$ cat src/rtl/mem_access_arbiter.sv
// Two-requester round-robin arbiter in front of a single-port 16x4 synchronous memory.
// Each transaction walks IDLE -> ISSUE -> WAIT -> RESP; every output is registered.
module mem_access_arbiter (
    input  logic       clk,
    input  logic       rst,
    input  logic       req0,
    input  logic       req1,
    input  logic       we0,
    input  logic       we1,
    input  logic [3:0] addr0,
    input  logic [3:0] addr1,
    input  logic [3:0] wdata0,
    input  logic [3:0] wdata1,
    output logic       gnt0,
    output logic       gnt1,
    output logic       done0,
    output logic       done1,
    output logic [3:0] rdata0,
    output logic [3:0] rdata1,
    output logic       mem_en,
    output logic       mem_we,
    output logic [3:0] mem_addr,
    output logic [3:0] mem_din,
    input  logic [3:0] mem_dout,
    output logic       busy
);

    typedef enum logic [1:0] {
        IDLE  = 2'd0,
        ISSUE = 2'd1,
        WAIT  = 2'd2,
        RESP  = 2'd3
    } state_t;

    state_t     state_q, state_d;
    logic       win_q, win_d;
    logic       we_q, we_d;
    logic       last_q, last_d;
    logic [1:0] gnt_q, gnt_d;
    logic [1:0] done_q, done_d;
    logic [3:0] rdata0_q, rdata0_d;
    logic [3:0] rdata1_q, rdata1_d;
    logic       mem_en_q, mem_en_d;
    logic       mem_we_q, mem_we_d;
    logic [3:0] mem_addr_q, mem_addr_d;
    logic [3:0] mem_din_q, mem_din_d;
    logic       busy_q, busy_d;
    logic       pick;

    // On a tie the requester not served last wins.
    always_comb begin
        pick = req1;
        if (req0 && req1) begin
            pick = ~last_q;
        end
    end

    always_comb begin
        state_d    = state_q;
        win_d      = win_q;
        we_d       = we_q;
        last_d     = last_q;
        gnt_d      = 2'b00;
        done_d     = 2'b00;
        rdata0_d   = rdata0_q;
        rdata1_d   = rdata1_q;
        mem_en_d   = 1'b0;
        mem_we_d   = 1'b0;
        mem_addr_d = mem_addr_q;
        mem_din_d  = mem_din_q;

        case (state_q)
            IDLE: begin
                if (req0 || req1) begin
                    state_d     = ISSUE;
                    win_d       = pick;
                    we_d        = pick ? we1 : we0;
                    mem_addr_d  = pick ? addr1 : addr0;
                    mem_din_d   = pick ? wdata1 : wdata0;
                    gnt_d[pick] = 1'b1;
                    mem_en_d    = 1'b1;
                    mem_we_d    = pick ? we1 : we0;
                end
            end
            ISSUE: begin
                state_d = WAIT;
            end
            WAIT: begin
                // Memory read data is valid in this cycle, one clock after the enable.
                state_d = RESP;
                last_d  = win_q;
                if (!we_q) begin
                    if (win_q) begin
                        rdata1_d = mem_dout;
                    end else begin
                        rdata0_d = mem_dout;
                    end
                end
            end
            RESP: begin
                state_d       = IDLE;
                done_d[win_q] = 1'b1;
            end
            default: begin
                state_d = IDLE;
            end
        endcase

        busy_d = (state_d != IDLE);
    end

    always_ff @(posedge clk or posedge rst) begin
        if (rst) begin
            state_q    <= IDLE;
            win_q      <= 1'b0;
            we_q       <= 1'b0;
            last_q     <= 1'b1;
            gnt_q      <= 2'b00;
            done_q     <= 2'b00;
            rdata0_q   <= 4'h0;
            rdata1_q   <= 4'h0;
            mem_en_q   <= 1'b0;
            mem_we_q   <= 1'b0;
            mem_addr_q <= 4'h0;
            mem_din_q  <= 4'h0;
            busy_q     <= 1'b0;
        end else begin
            state_q    <= state_d;
            win_q      <= win_d;
            we_q       <= we_d;
            last_q     <= last_d;
            gnt_q      <= gnt_d;
            done_q     <= done_d;
            rdata0_q   <= rdata0_d;
            rdata1_q   <= rdata1_d;
            mem_en_q   <= mem_en_d;
            mem_we_q   <= mem_we_d;
            mem_addr_q <= mem_addr_d;
            mem_din_q  <= mem_din_d;
            busy_q     <= busy_d;
        end
    end

    assign gnt0     = gnt_q[0];
    assign gnt1     = gnt_q[1];
    assign done0    = done_q[0];
    assign done1    = done_q[1];
    assign rdata0   = rdata0_q;
    assign rdata1   = rdata1_q;
    assign mem_en   = mem_en_q;
    assign mem_we   = mem_we_q;
    assign mem_addr = mem_addr_q;
    assign mem_din  = mem_din_q;
    assign busy     = busy_q;

endmodule

$ cat config.mk
export PLATFORM = sky130hd
export DESIGN_NAME = mem_access_arbiter
export DESIGN_NICKNAME = d
export VERILOG_FILES = /design/src/rtl/mem_access_arbiter.sv
export SDC_FILE = /design/constraint.sdc
export NUM_CORES = 1
export LEC_CHECK = 0
export CORE_ASPECT_RATIO = 0.75
export CORE_UTILIZATION = 35
export CTS_CLUSTER_DIAMETER = 150
export DETAILED_ROUTE_END_ITERATION = 8
export HOLD_SLACK_MARGIN = 0.02
export PLACE_DENSITY = 0.78
export SLEW_MARGIN = 0
export SYNTH_ARGS = -nofsm -noshare
export SYNTH_HDL_FRONTEND = slang
export SYNTH_SLANG_ARGS = --single-unit
$ cat constraint.sdc
create_clock -name clk -period 1.4 [get_ports clk]
set_input_delay 0.28 -clock clk [delete_from_list [all_inputs] [get_ports clk]]
set_output_delay 0.28 -clock clk [all_outputs]
set_load 0.01 [all_outputs]
Word level (Yosys, flattened, before mapping)
Index checks and enable logic that the tools add are counted. W data, S select, Z words.

Add/sub/neg operators: 0. Multipliers: 0. Div/mod/pow operators: 0. $lt $le $gt $ge: 4. Equality and inequality tests: 3. Shift-type cells: 0. Muxes and demuxes: 17. Bitwise logic cells: 3. Reductions and logical operators: 9.

Operators by type and width (number): $mux W1 (8); $mux W2 (4); $mux W4 (2); $pmux W2 S4 (1); $reduce_and A3 Y1 (2); $eq A2 B2 Y1 const B (2); $lt A1 B2 Y1 const B (2); $logic_and A1 B1 Y1 (3); $not A1 Y1 (3); $demux W1 S1 (2); $eq A2 B1 Y1 const B (1); $ge A1 B1 Y1 const B (2); $logic_not A2 Y1 (1); $reduce_and A2 Y1 (1); $reduce_bool A2 Y1 (1); $logic_or A1 B1 Y1 (1).

Register bits after elaboration: 28. Latch bits: 0. RAM bits: 0. Bits in read-only memories: 0. Word-level logic and storage cells: 49. Memories: 0.

Longest topological paths before layout
Depth after elaboration: 8. Gate-level depth with buffers: 7.

Worst setup path after synthesis
No wires, ideal clock.

Kind: register to register. Start point: reg state_q[0]. End point: reg rdata0_q[0] (netlist: rdata0[0]). Arrival: 1298 ps. Path slack: -23 ps. Stages on the path, launching flop included: 5. Buffers on the path: 0. Path through: dfrtp_1 -> inv_1 -> ha_1 -> nor3b_2 -> mux2_2.

Longest elaborated chain between the ends: 2.

RTL lines: start, declared (line 35) `state_t state_q, state_d;`; start signal, assigned (line 128) `state_q <= state_d;`; $eq A2 B2 Y1 (line 72) `case (state_q)`; $reduce_and A3 Y1 (no source line); end signal, assigned (line 134) `rdata0_q <= rdata0_d;`; end, declared (line 41) `logic [3:0] rdata0_q, rdata0_d;`.

No other way between the ends. A chain may end at the register's enable or synchronous reset.

Worst setup path in the final report
Start point: reg state_q[0]. End point: reg rdata0_q[3] (netlist: rdata0[3]).

The elaborated chain is that of the path after synthesis.

==> results.py <==
metrics = {
    "critical_path": {
        "cp_max_fo": 3,
        "arrival_ns": 1.59,
        "end_kind": "register",
        "criticalPathCategory": "register to register",
        "worstSetupStartpointType": "register",
        "cp.required_ns": 1.57,
    },
    "grt": {
        "grt_pass1_wl_um": 4240,
        "grt_pass1_vias": 913,
        "grt_max_degree": 17,
        "antenna_found_initial": 0,
        "grt-ovfl-total": 0,
        "globalRouteTotalUtil": 0.173,
    },
    "clock_network": {
        "cts_buffer_depth": 2,
        "cts_buffers": 3,
        "htree_levels": 1,
        "cts.sinks": 28,
        "clk_latency_ns": 0.28,
        "root_buffer": "clkbuf_8",
        "clk_pin_slew_ns": 0.09,
        "holdBufCountCts": 0,
        "cts_tree": "done",
    },
    "timing": {
        "skew_ns": 0.00435,
        "min_period_ns": 1.41,
        "fin_crit_sh": 1.01,
        "tightest_slew_ns": 0.348,
        "worst_hold_slack_ns": 0.253,
        "fmax_mhz": 708,
        "hold_viol": 0,
        "maxSlewHeadroom": 0.768,
        "tns_ns": -0.0385,
        "setup_ws_ns": -0.0125,
        "drv_slew": 0,
        "rsz0062_at_grt": "yes",
        "setup_violations": 5,
    },
    "power": {
        "peakVddDrop_mv": 1.23,
        "leakagePower_nw": 0.887,
        "power_density_mw_per_mm2": 2060,
    },
    "floorplanning": {
        "initial_core_util": 0.380,
        "die_y_um": 51.6,
        "die_area_mm2": 0.00352,
        "fp-row-count": 17,
        "core_mm2": 0.00302,
        "die_w_um": 68.2,
        "io_pins": 49,
    },
    "synthesis": {
        "synth.distinct_cells": 21,
        "syn_inst": 98,
        "ys_seq_area_frac": 0.611,
        "yosys-top-cells-area": "dfrtp_1 59%, mux2_2 8.8%, a21oi_1 7.8%",
        "ys_warn_count": 0,
        "syn_avg_cell_area_um2": 11.7,
        "synth_area_mm2": 0.00115,
        "synth_area_leader_cell": "dfrtp_1",
        "syn_nets": 128,
        "synth.top_cell.area_share": 0.588,
        "ys_ff_latch": 28,
    },
    "final_layout": {
        "fin_util": 0.625,
        "nets": 191,
        "final_layout_size_suffix_gt1_frac": 0.238,
        "area_growth_pct": 64.3,
        "diodes": 0,
        "layout_commonest_cell": "dfrtp_1",
        "mostFrequentLayoutCells": "27 x dfrtp_1, 25 x clkdlybuf4s50_1, 23 x dlygate4sd2_1",
    },
    "status": {
        "status": "finished, violations left",
        "violations": "negative setup slack",
    },
    "worst_hold_path": {
        "hp-class": "input port to asynchronous set/reset pin",
    },
    "detailed_routing": {
        "vias_per_cell": 4.75,
        "routed-via-count": 941,
        "routedWlPerCell_um": 14.1,
        "drtIter0Drc": 25,
        "antenna_left": 0,
        "drcViolationCount": 0,
        "finalWirelength_um": 2780,
        "dr.pass1.iters": 4,
    },
    "placed_design": {
        "numPortBuffers": 48,
        "detailed_place_hpwl_um": 2120,
        "gp_congestion": 0.761,
    },
    "run": {
        "max_cap_viol_count": 0,
    },
}
-- worst max-delay path, cell delays in order (launching register included) --
cell,delay (ns)
dfrtp_1,0.39
inv_2,0.08
ha_4,0.14
nor3b_4,0.25
buf_4,0.16
mux2_4,0.29
-- sequential cells by signal (all words and copies together), names as in the netlist, 2 cells and up --
| signal | flops |
|---|---|
| gnt_q | 2 |
| state_q | 2 |
| mem_din | 4 |
| rdata1 | 4 |
| done_q | 2 |
| rdata0 | 4 |
| mem_addr | 4 |
-- cells by family after synthesis --
logic type,share of synthesized area
compound gates,0.108
fa+ha+maj,0.0436
buf+inv,0.0316
flops,0.611
mux,0.0970
simple gates,0.109
-- final cells by class --
type	count	area (µm²)
sequential	28	702
inverter	4	17.5
multi-input combinational	63	475
clock buffer	3	41.3
timing repair buffer	61	573
fill	243	1130
tap	38	47.5
clock inverter	1	30.0
-- timing repair --
| item | 4_1_cts | 5_1_grt |
|---|---|---|
| endpoints found under the setup margin | 28 | 16 |
| gates cloned | 0 | 0 |
| setup buffers | 2 | 2 |
| gates resized for setup | 30 | 13 |
| pin swaps | 0 | 1 |
-- metrics by stage --
stage | setup WS (ns) | cells | total power [mW] | instance area (µm²)
after floorplan | 0.00542 | 98 | 2.24 | 1150
after global placement | -0.0685 | 190 | 3.13 | 1740
after detailed placement | -0.163 | 190 | 3.21 | 1740
after CTS | -0.0190 | 196 | 3.72 | 1820
after global routing | -0.0447 | 198 | 4.16 | 1890
final | -0.0125 | 198 | 3.88 | 1890
-- Yosys cell counts, drive strengths merged --
library cell / number
or2: 1
nor3: 1
and2: 2
dfrtp: 27
buf: 3
o21ai: 1
a21bo: 1
nor2: 12
mux2: 9
nand3b: 1
ha: 4
nor3b: 1
dfstp: 1
a21o: 1
a21boi: 1
a21oi: 18
nor2b: 1
nand2: 8
inv: 4
mux2i: 1
-- report_power, final --
group	internal, mW	total [mW]	switching, mW	leakage [nW]
Combinational	1.00	1.83	0.825	0.521
Clock	0.383	0.633	0.250	0.0357
Sequential	1.20	1.42	0.220	0.331
Total	2.59	3.88	1.29	0.887
-- metal layers --
metal	vias to the layer above	track usage	wire length [µm]
li1	450	-	-
met1	458	0.213	1200
met2	28	0.288	1390
met3	5	0.0395	138
met4	0	0.0729	46
met5	-	0	0
-- worst paths after layout --
path / slack, ns / endpoint / start / depth (start not counted)
max: -0.01 / rdata0[3]$_DFFE_PP0P_ / state_q[0]$_DFF_PP0_ / 5
min: 0.25 / rdata0[1]$_DFFE_PP0P_ / rst / 2
max reg2reg: -0.01 / rdata0[3]$_DFFE_PP0P_ / state_q[0]$_DFF_PP0_ / 5
min reg2reg: 0.51 / rdata1[0]$_DFFE_PP0P_ / rdata1[0]$_DFFE_PP0P_ / 1
max in group asynchronous: 0.67 / done_q[1]$_DFF_PP0_ / rst / 3
min in group clk: 0.51 / rdata1[0]$_DFFE_PP0P_ / rdata1[0]$_DFFE_PP0P_ / 1
No activity file was read; power rests on OpenSTA's default activity.
